### config.mk
export PLATFORM = sky130hd
export DESIGN_NAME = instr_fetch_unit
export DESIGN_NICKNAME = d
export VERILOG_FILES = /design/src/rtl/instr_fetch_unit.sv
export SDC_FILE = /design/constraint.sdc
export NUM_CORES = 1
export LEC_CHECK = 0
export CORE_UTILIZATION = 50
export CTS_BUF_LIST = sky130_fd_sc_hd__clkbuf_8
export DETAILED_ROUTE_END_ITERATION = 8
export GPL_TIMING_DRIVEN = 1
export PLACE_DENSITY = 0.81
export SETUP_SLACK_MARGIN = 0.15
export SYNTH_ARGS = -nofsm -noshare
export SYNTH_HDL_FRONTEND = slang
export SYNTH_SLANG_ARGS = --single-unit
export TNS_END_PERCENT = 10
### constraint.sdc
create_clock -name clk -period 2.25 [get_ports clk]
set_input_delay 0.675 -clock clk [delete_from_list [all_inputs] [get_ports clk]]
set_output_delay 0.675 -clock clk [all_outputs]
set_load 0.01 [all_outputs]
### src/rtl/instr_fetch_unit.sv
`default_nettype none
// ============================================================================
// Module      : instr_fetch_unit
// Description : Front-end fetch stage. Reads a 16-bit little-endian
//               instruction as two consecutive bytes from the 8-bit data
//               memory at the instruction pointer. It presents the
//               instruction to decode over a valid/ready handshake. When
//               control retires the instruction, it advances the IP by 2 or
//               by a signed jump offset.
// Ports       : clk, reset (async, active-high)
//               start, halt                 - run control
//               mem_rd_en, mem_addr,
//               mem_rd_data                 - memory read port (1-cycle latency)
//               instr, instr_valid,
//               instr_ready                 - decode handshake
//               next_instr, jump_valid,
//               jump_offset                 - retire / IP update from control
//               ip, busy                    - status
// Revision    : 1.0 - initial release
// ============================================================================
module instr_fetch_unit #(
    parameter int                   ADDR_BITS        = 8,
    parameter int                   DATA_BITS        = 8,
    parameter int                   JUMP_OFFSET_BITS = 8,
    parameter logic [ADDR_BITS-1:0] RESET_IP         = '0
) (
    input  logic                        clk,
    input  logic                        reset,
    input  logic                        start,
    input  logic                        halt,
    output logic                        mem_rd_en,
    output logic [ADDR_BITS-1:0]        mem_addr,
    input  logic [DATA_BITS-1:0]        mem_rd_data,
    output logic [2*DATA_BITS-1:0]      instr,
    output logic                        instr_valid,
    input  logic                        instr_ready,
    input  logic                        next_instr,
    input  logic                        jump_valid,
    input  logic [JUMP_OFFSET_BITS-1:0] jump_offset,
    output logic [ADDR_BITS-1:0]        ip,
    output logic                        busy
);

    typedef enum logic [2:0] {
        S_IDLE      = 3'd0,
        S_REQ_LO    = 3'd1,
        S_REQ_HI    = 3'd2,
        S_CAPTURE   = 3'd3,
        S_HOLD      = 3'd4,
        S_WAIT_NEXT = 3'd5
    } state_t;

    localparam logic [ADDR_BITS-1:0] c_ip_step = ADDR_BITS'(2);
    localparam logic [ADDR_BITS-1:0] c_one     = ADDR_BITS'(1);

    state_t                   r_state;
    state_t                   w_state_next;
    logic [ADDR_BITS-1:0]     r_ip;
    logic [ADDR_BITS-1:0]     w_ip_next;
    logic [ADDR_BITS-1:0]     w_jump_ext;
    logic [2*DATA_BITS-1:0]   r_instr;
    logic                     r_instr_valid;
    logic                     r_mem_rd_en;
    logic [ADDR_BITS-1:0]     r_mem_addr;

    // Sign-extend the offset to IP width. The IP add then wraps modulo
    // 2^ADDR_BITS.
    assign w_jump_ext = ADDR_BITS'($signed(jump_offset));

    always_comb begin
        w_state_next = r_state;
        w_ip_next    = r_ip;
        case (r_state)
            S_IDLE:      if (start) w_state_next = S_REQ_LO;
            S_REQ_LO:    w_state_next = S_REQ_HI;
            S_REQ_HI:    w_state_next = S_CAPTURE;
            S_CAPTURE:   w_state_next = S_HOLD;
            S_HOLD:      if (r_instr_valid && instr_ready) w_state_next = S_WAIT_NEXT;
            S_WAIT_NEXT: begin
                if (next_instr) begin
                    // The offset is relative to the retired instruction's
                    // address, not to ip+2.
                    w_ip_next    = jump_valid ? (r_ip + w_jump_ext) : (r_ip + c_ip_step);
                    w_state_next = halt ? S_IDLE : S_REQ_LO;
                end
            end
            default:     w_state_next = S_IDLE;
        endcase
    end

    always_ff @(posedge clk or posedge reset) begin
        if (reset) begin
            r_state       <= S_IDLE;
            r_ip          <= RESET_IP;
            r_instr       <= '0;
            r_instr_valid <= 1'b0;
            r_mem_rd_en   <= 1'b0;
            r_mem_addr    <= '0;
        end else begin
            r_state <= w_state_next;
            r_ip    <= w_ip_next;

            // The read strobe and address are registered from the next
            // state. They line up with REQ_LO/REQ_HI, and the data arrives
            // one state later. When entering REQ_LO from WAIT_NEXT, the
            // freshly updated IP must be used, hence w_ip_next.
            r_mem_rd_en <= (w_state_next == S_REQ_LO) || (w_state_next == S_REQ_HI);
            if (w_state_next == S_REQ_LO)
                r_mem_addr <= w_ip_next;
            else if (w_state_next == S_REQ_HI)
                r_mem_addr <= r_ip + c_one;

            if (r_state == S_REQ_HI)
                r_instr[DATA_BITS-1:0] <= mem_rd_data;

            if (r_state == S_CAPTURE) begin
                r_instr[2*DATA_BITS-1:DATA_BITS] <= mem_rd_data;
                r_instr_valid                    <= 1'b1;
            end else if ((r_state == S_HOLD) && instr_ready) begin
                r_instr_valid <= 1'b0;
            end
        end
    end

    assign mem_rd_en   = r_mem_rd_en;
    assign mem_addr    = r_mem_addr;
    assign instr       = r_instr;
    assign instr_valid = r_instr_valid;
    assign ip          = r_ip;
    assign busy        = (r_state != S_IDLE);

endmodule
`default_nettype wire

==> results.sh <==
export IMPL_place_congestion=0.847
export IMPL_grt_max_degree=38
export IMPL_grt_pass1_wl_mm=9.27
export IMPL_antenna_left=0
export IMPL_nets=341
export IMPL_clkLatencyLatePin_ns=0.29
export IMPL_rsz0062_at_grt="true"
export IMPL_diodes=0
export IMPL_drc_errors=0
export IMPL_synthFlopType="dfrtp_1"
export IMPL_switching_share=0.390
export IMPL_die_w_um=68.2
export IMPL_synth_warnings=0
export IMPL_drt_wirelength_per_cell_um=18.1
export IMPL_placed_cells=346
export IMPL_skew_ns=0.00797
export IMPL_finalSetupViolCount=0
export IMPL_vias=2153
export IMPL_crit_type="in -> reg"
export IMPL_synthTopCellsByArea="dfrtp_1 (42%), mux2_2 (8.7%), ha_1 (5.1%)"
export IMPL_grt_use_total=0.273
export IMPL_synth_cells=214
export IMPL_cp_arrival_ns=2.34
export IMPL_crit_path_max_fanout=2
export IMPL_p_sw_uw=1740
export IMPL_pre_cts_slack_ns=-0.520
export IMPL_cts_root_buf="clkbuf_8"
export IMPL_max_freq_mhz=464
export IMPL_syn_nets=247
export IMPL_area_growth_pct=53.2
export IMPL_synthTopCellsByCount="dfrtp_1 (37), nor2_1 (18), mux2_2 (17), nand2_1 (17), a21oi_1 (10)"
export IMPL_vias_per_cell=6.00
export IMPL_synth_top_cell_area_share=0.423
export IMPL_min_path_type="reg -> reg"
export IMPL_fp_dieArea_mm2=0.00465
export IMPL_ys_seq_area_frac=0.423
export IMPL_drive_gt1_frac=0.301
export IMPL_cap_violations=0
export IMPL_clockPowerShare=0.111
export IMPL_synth_edf_count=0
export IMPL_cts_hold_buf=0
export IMPL_synth_largest_area_cell="dfrtp_1"
export IMPL_async_flop_share=1.00
export IMPL_finalCriticalPeriod_ns=2.15
export IMPL_core_area_mm2=0.00412
export IMPL_ff2ff_setup_slack_ns=0.12
export IMPL_ys_ff_latch=37
export IMPL_htreeDepth=2
export IMPL_synth_area_per_cell_um2=10.2
export IMPL_status="finished clean"
export IMPL_required_ns=2.43
export IMPL_p_total_uw=4450
export IMPL_powerDensity_mw_per_mm2=1330
export IMPL_comb_power_share=0.614
export IMPL_io_buffers=57
export IMPL_cts_buffers=5
export IMPL_dp_hpwl_mm=4.28
export IMPL_start_util=0.532
export IMPL_grt_overflow_total=0
export IMPL_num_fill_cells=248
export IMPL_ios=58
export IMPL_finalMaxSlewViolations=0
export IMPL_cts_tree="done"
export IMPL_leakage_uw=0.00144
export IMPL_clkTransAtPathRegs_ns=0.08
export IMPL_p_int_uw=2720
export IMPL_syn_area_mm2=0.00219
export IMPL_hold_viol_final=0
export IMPL_first_global_vias=1956
export IMPL_relSlewSlack=0.679
export IMPL_first_pass_iters=5
export IMPL_finalWirelength_mm=6.51
export IMPL_seqCellArea_um2=926
export IMPL_ir_worst_vdd_v=0.000715
export IMPL_pwr_share_seq=0.275
export IMPL_cts_buffer_depth=2
export IMPL_end_kind="flop"
export IMPL_die_y_um=68.2
export IMPL_finalCritPeriodShare=0.958
export IMPL_rows=23
export IMPL_fin_ws_ns=0.0951
export IMPL_antenna_found_initial=0
export IMPL_drt_initial_drc_count=168
export IMPL_worst_pin_slew_ns=0.481
export IMPL_yosysMostFrequentCell="dfrtp_1"
export IMPL_multi_input_area_mm2=0.00135
export IMPL_final_cells=359
export IMPL_cp_start_kind="primary input"
export IMPL_clock_sinks=37
export IMPL_synth_cell_types=50
## metrics by stage
stage	hold slack [ns]	TNS, ns	utilization	cell area, µm²
after floorplan	0.527	0	-	2210
after global placement	0.486	-4.35	0.744	3060
after detailed placement	0.494	-5.29	0.744	3060
after CTS	0.514	0	0.783	3220
after global routing	0.528	-0.0338	0.815	3360
final	0.508	0	0.815	3360
## routing by layer
layer / track usage / routed length [µm] / vias up / part of all wire
li1: - / - / 985 / -
met1: 0.360 / 2780 / 1041 / 0.43
met2: 0.440 / 3130 / 108 / 0.48
met3: 0.0433 / 435 / 19 / 0.067
met4: 0.117 / 161 / 0 / 0.025
met5: 0 / 0 / - / 0
## power groups by stage
stage / registers [µW] / logic (µW) / clock network, µW
floorplan: 1330 / 1170 / 0
global placement: 1190 / 2360 / 0
detailed placement: 1210 / 2440 / 0
CTS: 1210 / 2530 / 499
global route: 1260 / 2940 / 521
finish: 1230 / 2730 / 496
## state kept, by name, indices dropped and copies added, names as in the netlist
| signal | cells |
|---|---|
| mem_addr | 8 |
| ip | 8 |
| instr_valid | 1 |
| r_state | 3 |
| mem_rd_en | 1 |
| instr | 16 |
## logic make-up after synthesis
group | count (synthesis) | synth area share
compound gates | 54 | 0.176
xor+xnor | 10 | 0.0400
fa+ha+maj | 10 | 0.0605
buf+inv | 16 | 0.0377
flops | 37 | 0.423
mux | 18 | 0.0942
simple gates | 69 | 0.169
## placed cells by master, fill, tap and decap left out, types with 2 or more instances in the layout
cell type | Yosys | final
a311oi_1 | 2 | 2
mux2_4 | 1 | 2
clkbuf_8 | 0 | 6
nand3b_1 | 2 | 2
or3_1 | 3 | 3
and3_1 | 2 | 2
ha_4 | 0 | 7
dfrtp_1 | 37 | 37
a221o_1 | 4 | 4
a21oi_2 | 0 | 2
clkbuf_2 | 0 | 2
inv_1 | 6 | 4
nand2b_1 | 3 | 3
nor3_1 | 3 | 2
a211oi_2 | 1 | 2
inv_2 | 0 | 2
ha_1 | 9 | 2
buf_6 | 2 | 4
dlygate4sd2_1 | 0 | 2
mux2_2 | 17 | 16
a211o_1 | 2 | 2
clkdlybuf4s50_1 | 0 | 51
a21o_1 | 3 | 3
o31ai_1 | 3 | 3
o22ai_1 | 3 | 3
xnor2_1 | 3 | 3
nor2b_1 | 4 | 3
a31oi_1 | 3 | 3
buf_12 | 0 | 2
nor2_1 | 18 | 18
nand4_1 | 2 | 2
o21ai_0 | 8 | 7
o21a_1 | 4 | 4
buf_4 | 1 | 35
nand3_1 | 6 | 6
a21oi_1 | 10 | 8
xor2_1 | 7 | 7
nand4b_1 | 3 | 3
nand2_1 | 17 | 17
## critical path: stages
cell and delay, ns:
buf_6 0.10, ha_4 0.16, inv_2 0.05, fa_2 0.22, nor2b_4 0.06, buf_6 0.11, o21a_1 0.18, or3_1 0.40
a211oi_2 0.29, o31ai_1 0.09
## timing repair
item / CTS / global route
hold endpoints to repair: 0 / 0
pin swaps: 13 / 16
resized for setup: 14 / 25
setup endpoints to repair: 15 / 17
cloned: 0 / 0
setup buffers: 2 / 3
## final timing paths
check / start / end / depth (start not counted)
max: jump_offset[0] / mem_addr[4] / 10
min: instr[6] / instr[6] / 1
max reg2reg: ip[0] / mem_addr[4] / 9
min reg2reg: instr[6] / instr[6] / 1
max in group asynchronous: reset / ip[6] / 3
min in group asynchronous: reset / ip[3] / 3
## cell type report
cell class,count,share of cell area
clock buffers,6,0.0246
clock inverters,2,0.00410
inverters,6,0.00671
multi-input cells,161,0.402
flip-flops and latches,37,0.276
well taps,50,0.0186
repair buffers,97,0.268
Note: power is estimated with default switching activity, not from simulation.
